<file path="config.mk">
export PLATFORM = sky130hd
export DESIGN_NAME = spi_slave
export DESIGN_NICKNAME = d
export VERILOG_FILES = /design/src/rtl/spi_slave.sv
export SDC_FILE = /design/constraint.sdc
export NUM_CORES = 1
export LEC_CHECK = 0
export BUFFER_PORTS_ARGS = -buffer_cell sky130_fd_sc_hd__clkbuf_2
export CAP_MARGIN = 20
export CELL_PAD_IN_SITES_DETAIL_PLACEMENT = 0
export CELL_PAD_IN_SITES_GLOBAL_PLACEMENT = 1
export CORE_UTILIZATION = 48
export CTS_BUF_LIST = sky130_fd_sc_hd__clkbuf_4 sky130_fd_sc_hd__clkbuf_8
export DETAILED_ROUTE_END_ITERATION = 8
export PLACE_DENSITY = 0.8
export SLEW_MARGIN = 20
export SYNTH_ARGS = -nofsm -noshare
export SYNTH_HDL_FRONTEND = slang
export SYNTH_SLANG_ARGS = --single-unit
</file>
<file path="constraint.sdc">
create_clock -name clk -period 2.5 [get_ports clk]
set_clock_uncertainty 0.2 [all_clocks]
set_input_delay 0.375 -clock clk [delete_from_list [all_inputs] [get_ports clk]]
set_output_delay 0.375 -clock clk [all_outputs]
set_load 0.02 [all_outputs]
</file>
<file path="src/rtl/spi_slave.sv">
// SPI slave: 2-flop synchronized ss/sclk/mosi, all four SPI modes, MSB first,
// with a one-word transmit holding register and underrun reporting.
module spi_slave #(
    parameter int DATA_W = 8
) (
    input  logic              clk,
    input  logic              reset,
    input  logic              ss,
    input  logic              sclk,
    input  logic              mosi,
    output logic              miso,
    input  logic              cpol,
    input  logic              cpha,
    input  logic [DATA_W-1:0] tx_data,
    input  logic              tx_load,
    output logic              tx_ready,
    output logic [DATA_W-1:0] rx_data,
    output logic              rx_valid,
    output logic              busy,
    output logic              tx_underrun
);

    localparam int CNT_W = $clog2(DATA_W);
    localparam logic [CNT_W-1:0] LAST_BIT = CNT_W'(DATA_W - 1);

    typedef enum logic {IDLE, ACTIVE} state_t;

    state_t              state, state_nxt;
    logic                ss_p0, ss_p1;
    logic                sclk_p0, sclk_p1, sclk_p2;
    logic                mosi_p0, mosi_p1;
    logic                fill_p0, fill_p1;
    logic                armed;
    logic                cpol_l, cpha_l;
    logic [CNT_W-1:0]    bit_cnt;
    logic [DATA_W-1:0]   rx_shift;
    logic [DATA_W-1:0]   tx_shift;
    logic [DATA_W-1:0]   hold;
    logic                start_frame, lead_edge, trail_edge;
    logic                sample_edge, update_edge, word_wrap, word_start;
    logic [DATA_W-1:0]   tx_word, rx_word;

    // Stage p0/p1: metastability filter; sclk_p2 is the edge-detect history
    always_ff @(posedge clk or posedge reset) begin
        if (reset) begin
            ss_p0   <= 1'b1;
            ss_p1   <= 1'b1;
            sclk_p0 <= 1'b0;
            sclk_p1 <= 1'b0;
            sclk_p2 <= 1'b0;
            mosi_p0 <= 1'b0;
            mosi_p1 <= 1'b0;
            fill_p0 <= 1'b0;
            fill_p1 <= 1'b0;
        end else begin
            ss_p0   <= ss;
            ss_p1   <= ss_p0;
            sclk_p0 <= sclk;
            sclk_p1 <= sclk_p0;
            sclk_p2 <= sclk_p1;
            mosi_p0 <= mosi;
            mosi_p1 <= mosi_p0;
            fill_p0 <= 1'b1;
            fill_p1 <= fill_p0;
        end
    end

    // A frame already running when reset drops is ignored until ss is seen high
    always_ff @(posedge clk or posedge reset) begin
        if (reset) armed <= 1'b0;
        else       armed <= armed | (fill_p1 & ss_p1);
    end

    always_comb begin
        start_frame = (state == IDLE) && armed && !ss_p1;
        lead_edge   = (state == ACTIVE) && !ss_p1 && (sclk_p1 != cpol_l) && (sclk_p2 == cpol_l);
        trail_edge  = (state == ACTIVE) && !ss_p1 && (sclk_p1 == cpol_l) && (sclk_p2 != cpol_l);
        sample_edge = cpha_l ? trail_edge : lead_edge;
        update_edge = cpha_l ? lead_edge : trail_edge;
        word_wrap   = sample_edge && (bit_cnt == LAST_BIT);
        word_start  = start_frame || word_wrap;
        tx_word     = tx_ready ? '0 : hold;
        rx_word     = {rx_shift[DATA_W-2:0], mosi_p1};
    end

    always_ff @(posedge clk or posedge reset) begin
        if (reset) state <= IDLE;
        else       state <= state_nxt;
    end

    always_comb begin
        state_nxt = state;
        case (state)
            IDLE:    if (start_frame) state_nxt = ACTIVE;
            ACTIVE:  if (ss_p1)       state_nxt = IDLE;
            default: state_nxt = IDLE;
        endcase
    end

    assign busy = (state == ACTIVE);

    // Holding register: a word start empties it; loads are only taken when empty
    always_ff @(posedge clk or posedge reset) begin
        if (reset) begin
            hold        <= '0;
            tx_ready    <= 1'b1;
            tx_underrun <= 1'b0;
        end else begin
            tx_underrun <= word_start && tx_ready;
            if (word_start && !tx_ready) begin
                tx_ready <= 1'b1;
            end else if (tx_load && tx_ready) begin
                hold     <= tx_data;
                tx_ready <= 1'b0;
            end
        end
    end

    always_ff @(posedge clk or posedge reset) begin
        if (reset) begin
            cpol_l   <= 1'b0;
            cpha_l   <= 1'b0;
            bit_cnt  <= '0;
            rx_shift <= '0;
            tx_shift <= '0;
            miso     <= 1'b0;
            rx_data  <= '0;
            rx_valid <= 1'b0;
        end else begin
            rx_valid <= 1'b0;
            if (state == IDLE) begin
                bit_cnt  <= '0;
                rx_shift <= '0;
                tx_shift <= '0;
                miso     <= 1'b0;
                if (start_frame) begin
                    cpol_l <= cpol;
                    cpha_l <= cpha;
                    // cpha=0 needs the MSB out before the first (sampling) edge
                    if (cpha) begin
                        tx_shift <= tx_word;
                    end else begin
                        miso     <= tx_word[DATA_W-1];
                        tx_shift <= tx_word << 1;
                    end
                end
            end else if (ss_p1) begin
                bit_cnt  <= '0;
                rx_shift <= '0;
                tx_shift <= '0;
                miso     <= 1'b0;
            end else begin
                if (sample_edge) begin
                    rx_shift <= rx_word;
                    bit_cnt  <= word_wrap ? '0 : bit_cnt + 1'b1;
                    if (word_wrap) begin
                        rx_data  <= rx_word;
                        rx_valid <= 1'b1;
                    end
                end
                if (word_wrap) begin
                    tx_shift <= tx_word;
                end else if (update_edge) begin
                    miso     <= tx_shift[DATA_W-1];
                    tx_shift <= tx_shift << 1;
                end
            end
        end
    end

endmodule

</file>
* Word level (Yosys, flattened, before mapping)
Cells that the tools add are included.
** Operators by class
- Add/sub/neg operators :: 1
- Equality and inequality tests :: 9
- Mux-type cells :: 31
- Bitwise operators :: 5
- Reduce and logical (&&, ||, !) cells :: 19
** Operators by type and width (count)
- 8-bit two-way mux :: 7
- 7-bit two-way mux :: 3
- 1-bit two-way mux :: 16
- 3-bit two-way mux :: 4
- 1-bit logical AND :: 11
- 3-bit by 1-bit != test with 1-bit output, second input constant :: 2
- 2-bit AND reduction :: 3
- 4-bit by 1-bit != test with 1-bit output, second input constant :: 1
- 4-bit AND reduction :: 1
- 3-bit by 1-bit adder with 3-bit output, second input constant :: 1
- 3-bit == test, second input constant :: 1
- 3-bit != test, second input constant :: 1
- 1-bit NOT :: 3
- 1-bit == test :: 2
- 1-bit zero test :: 2
- 1-bit != test :: 2
- 1-bit one-hot mux with 2 select lines :: 1
- 2-bit nonzero test :: 1
- 1-bit bitwise AND :: 1
- 1-bit logical OR :: 1
- 1-bit bitwise OR :: 1
** Storage, ports and cells
- Bits in registers :: 51
- Input port bits :: 16
- Output and inout bits :: 13

* Logic depth before layout (Yosys ltp)
- Depth in word-level cells :: 10
- Mapped depth :: 8

* Worst setup path after synthesis
No wires, ideal clock.
- Path kind :: flip-flop to flip-flop
- From :: register cpha_l
- To :: register tx_shift[1]
- Library setup time :: 128 ps
- Arrival :: 1565 ps
- Required time :: 2172 ps
- Setup slack :: 608 ps
- Cell stages (with the launch flop) :: 7
- Period minus slack after synthesis :: 1892 ps
- Path through :: dfrtp_1 xor3_4 o22ai_1 nand2_1 buf_4 nor2_1 a31oi_1
** On the way
- Longest elaborated chain between the ends :: 5
- Elaborated cells between the ends (all ways) :: 7
- Those cells by class :: 1 x eq/ne; 5 x mux; 1 x reduce/logical
** RTL lines
- start: declaration :: RTL line 34 : logic cpol_l, cpha_l;
- start signal: assignment :: RTL line 138 : cpha_l <= cpha;
- 1-bit two-way mux :: RTL line 78 : sample_edge = cpha_l ? trail_edge : lead_edge;
- 1-bit logical AND :: RTL line 80 : word_wrap = sample_edge && (bit_cnt == LAST_BIT);
- 8-bit two-way mux :: RTL line 161 : if (word_wrap) begin
- 8-bit two-way mux :: RTL line 147 : end else if (ss_p1) begin
- 8-bit two-way mux :: RTL line 131 : if (state == IDLE) begin
- end signal: assignment :: RTL line 144 : tx_shift <= tx_word << 1;
- end signal: assignment :: RTL line 162 : tx_shift <= tx_word;
- end signal: assignment :: RTL line 165 : tx_shift <= tx_shift << 1;
- end: declaration :: RTL line 37 : logic [DATA_W-1:0] tx_shift;
Parallel ways exist; a longest one is shown, timed or not.
A chain may end at the register's enable or synchronous reset.

* Final worst setup path
- From :: register cpha_l
- To :: register tx_shift[7]
Same word-level chain as after synthesis.

==> run_results.csv <==
group,metric,value,unit
hold_path,worst_hold_path.endpoint,"cpol_l",
setup_path,r2r_end,"tx_shift[7]",
sta,max_clock_freq,0.474,GHz
setup_path,reg2reg_depth,4,
synth,synth.largest_area_cell,"dfrtp_1",
hold_path,hp-class,"input pin to register",
layout,fillers,370,
synth,synth.area.top_cells,"dfrtp_1, mux2_2, mux2i_1",
layout,diodes,0,
sta,setup_viol_count_final,0,
power,vdd_drop_max,380,uV
route,vias_per_cell,5.44,
sta,finalWorstPathRequiredPeriod,2110,ps
setup_path,path_cells,"xor3_4 > o22ai_1 > nand2_1 > o22a_1",
hold_path,holdPathStages,3,
setup_path,worstPathRequired,2490,ps
synth,synthCells,170,
status,status,"finished clean",
job,maxCapViolCount,0,
synth,synth_xor_area_share,2.49,%
synth,synth_commonest_cells,"dfrtp_1, nor2_1, mux2_2, nand2_1, mux2i_1",
layout,multiInputGateArea,886,um2
floorplanning,core.rowCount,24,
clock_network,cts_root_buffer,"clkbuf_8",
setup_path,worstReg2RegStart,"cpha_l",
layout,fin_nets,225,
sta,hold_viol_final,0,
route,drt_wl_total,3970,um
synth,synthAdderAreaFrac,1.13,%
global_routing,grt_max_degree,21,
route,drtIter0Drc,88,
route,drtAntennaViolNets,0,
layout,area_growth,16.2,%
synth,synthSimpleGateAreaFrac,12.7,%
synth,syn_avg_cell_area,13.0,um2
route,drc,0,
synth,yosys_register_bits,51,
placement,dpl.hpwl,2910,um
sta,slew_violations,0,
synth,synth-async-reset-ratio,100,%
sta,worstMarginPinSlew,561,ps
clock_network,cts_buffer_depth,2,
setup_path,critPathMaxStageDelay,530,ps
synth,synth_top_family_by_area,"multiplexers",
floorplanning,ioPinCount,29,
layout,final_util,58.5,%
floorplanning,die_h,69.8,um
clock_network,clock_sinks,51,
layout,drive_gt1_share,34.1,%
placement,placed_area,0.00241,mm2
placement,gp_congestion,0.817,
synth,yosysWarnings,0,
synth,synth_area,0.00221,mm2
setup_path,r2r_setup_slack,390,ps
floorplanning,dieArea,0.00488,mm2
sta,slew_headroom,62.6,%
route,dr.pass1.iters,4,
clock_network,htreeDepth,2,
setup_path,worstSetupEndpointType,"register",
sta,fin_crit_sh,84.3,%
floorplanning,core-area,0.00438,mm2
route,dr_total_vias,1414,
hold_path,hp-start,"cpol",
global_routing,grt_use_total,18.4,%
power,power_leakage,1.27,nW
synth,syn-num-nets,188,
setup_path,cp_slowest_cell,"xor3_4",
synth,synth_cell_types,39,
sta,setup_tns,0,ps
setup_path,cp-start-kind,"register",
global_routing,grt_overflow,0,
synth,synth-edff-count,0,
clock_network,clock_latency,290,ps
setup_path,crit_arrival,2100,ps
setup_path,crit_fanout,13,
synth,seq_area_frac_synth,58.0,%
layout,finish.instance_area,0.00257,mm2
synth,synth.area.mux_share,14.9,%
sta,grt_setup_unrepaired,"no",
setup_path,worst-setup-path-type,"register to register",
synth,yosysMostFrequentCell,"dfrtp_1",
synth,synth-compound-area-share,8.67,%
synth,synth_top_area_share,54.4,%
placement,io_buffers,28,
clock_network,cts_inserted_buffers,5,
clock_network,clkTransAtPathRegs,90,ps
synth,synth-main-ff-cell,"dfrtp_1",
floorplanning,die_x,69.8,um
floorplanning,start_util,50.4,%
clock_network,cts_setup_buffers,0,
global_routing,antenna_found_initial,0,
power,p_per_area,809,mW/mm2
layout,seq_area,0.00128,mm2
route,wl_per_cell,15.3,um
global_routing,grt_pass1_vias,1487,
clock_network,cts_tree,"yes",
global_routing,grt_pass1_wl,7040,um
==> sequential cells by signal, summed over array words and instances, names as in the netlist, 3 cells and up <==
name / flops
bit_cnt: 3
tx_shift: 8
rx_data: 8
rx_shift: 7
hold: 8
==> final cells by class <==
type | count | share of cell area (%)
sequential | 51 | 49.9
multi-input combinational | 110 | 34.5
timing repair buffer | 36 | 8.19
clock buffer | 7 | 3.27
tap | 52 | 2.54
clock inverter | 1 | 1.17
inverter | 3 | 0.439
==> cells by family (layout without fill, tap and decap cells) <==
| kind of cell | after synthesis | after routing |
|---|---|---|
| mux | 29 | 29 |
| simple gates | 51 | 51 |
| compound gates | 25 | 25 |
| fa+ha+maj | 2 | 2 |
| other cells | 1 | 1 |
| flops | 51 | 51 |
| xor+xnor | 2 | 2 |
| buf+inv | 9 | 47 |
==> timing repair <==
item	in CTS	in global routing
hold endpoints to repair	18	0
gates resized for setup	0	0
hold buffers	4	0
==> placed cells by master (no fill, tap or decap), drive strengths merged <==
cell type and instances:
mux2 18, mux2i 11, and4bb 2, o22ai 1
xor3 1, clkbuf 35, a21o 1, inv 3
a21boi 2, nand3 1, a32o 1, nand2b 1
or3b 7, dfrtp 48, dfstp 3, a32oi 6
conb 1, a22oi 1, o21ai 1, o31a 1
nor2b 3, bufinv 1, buf 4, xnor2 1
a21oi 3, ha 2, nor3b 1, nor2 20
nand3b 2, nand2 12, nor3 2, dlygate4sd3 4
a31oi 7, o22a 1
==> worst max-delay path by stage <==
stage | start | end | cells after the start
after floorplan | cpha_l | tx_shift[1] | 6
after global placement | cpha_l | tx_shift[7] | 4
after detailed placement | cpha_l | tx_shift[7] | 4
after CTS | cpha_l | tx_shift[7] | 4
after global routing | cpha_l | tx_shift[2] | 5
final | cpha_l | tx_shift[7] | 4
==> critical path, delay by kind of cell, from the launching register on <==
family / cells / cell delay [ps]
and+or+nand+nor: 1 / 280
DFF: 1 / 460
xor gates and xnor gates: 1 / 530
AOI/OAI and AO/OA: 2 / 520
==> report_power, final <==
group | internal [W] | total [W] | switching, W
combinational | 0.000222 | 0.000406 | 0.000184
sequential | 0.000965 | 0.00110 | 0.000132
clock | 0.000321 | 0.000572 | 0.000251
==> stage by stage <==
| stage | hold slack, ps | std cells | setup WS, ps | total power [W] |
|---|---|---|---|---|
| final | 68.2 | 260 | 392 | 0.00208 |
| after global routing | 85.6 | 260 | 231 | 0.00220 |
| after CTS | 61.2 | 260 | 395 | 0.00210 |
| after detailed placement | 142 | 248 | 401 | 0.00152 |
| after global placement | 133 | 248 | 440 | 0.00150 |
| after floorplan | 131 | 170 | 608 | 0.00140 |
==> routing by layer <==
metal | vias to the layer above | share of wire, % | track usage, %
met2 | 32 | 49 | 29.2
met1 | 701 | 46 | 24.5
li1 | 677 | - | -
met3 | 4 | 3.9 | 5.09
met4 | 0 | 0.78 | 6.00
met5 | - | 0 | 0
Power figures use the tool's default switching activity.
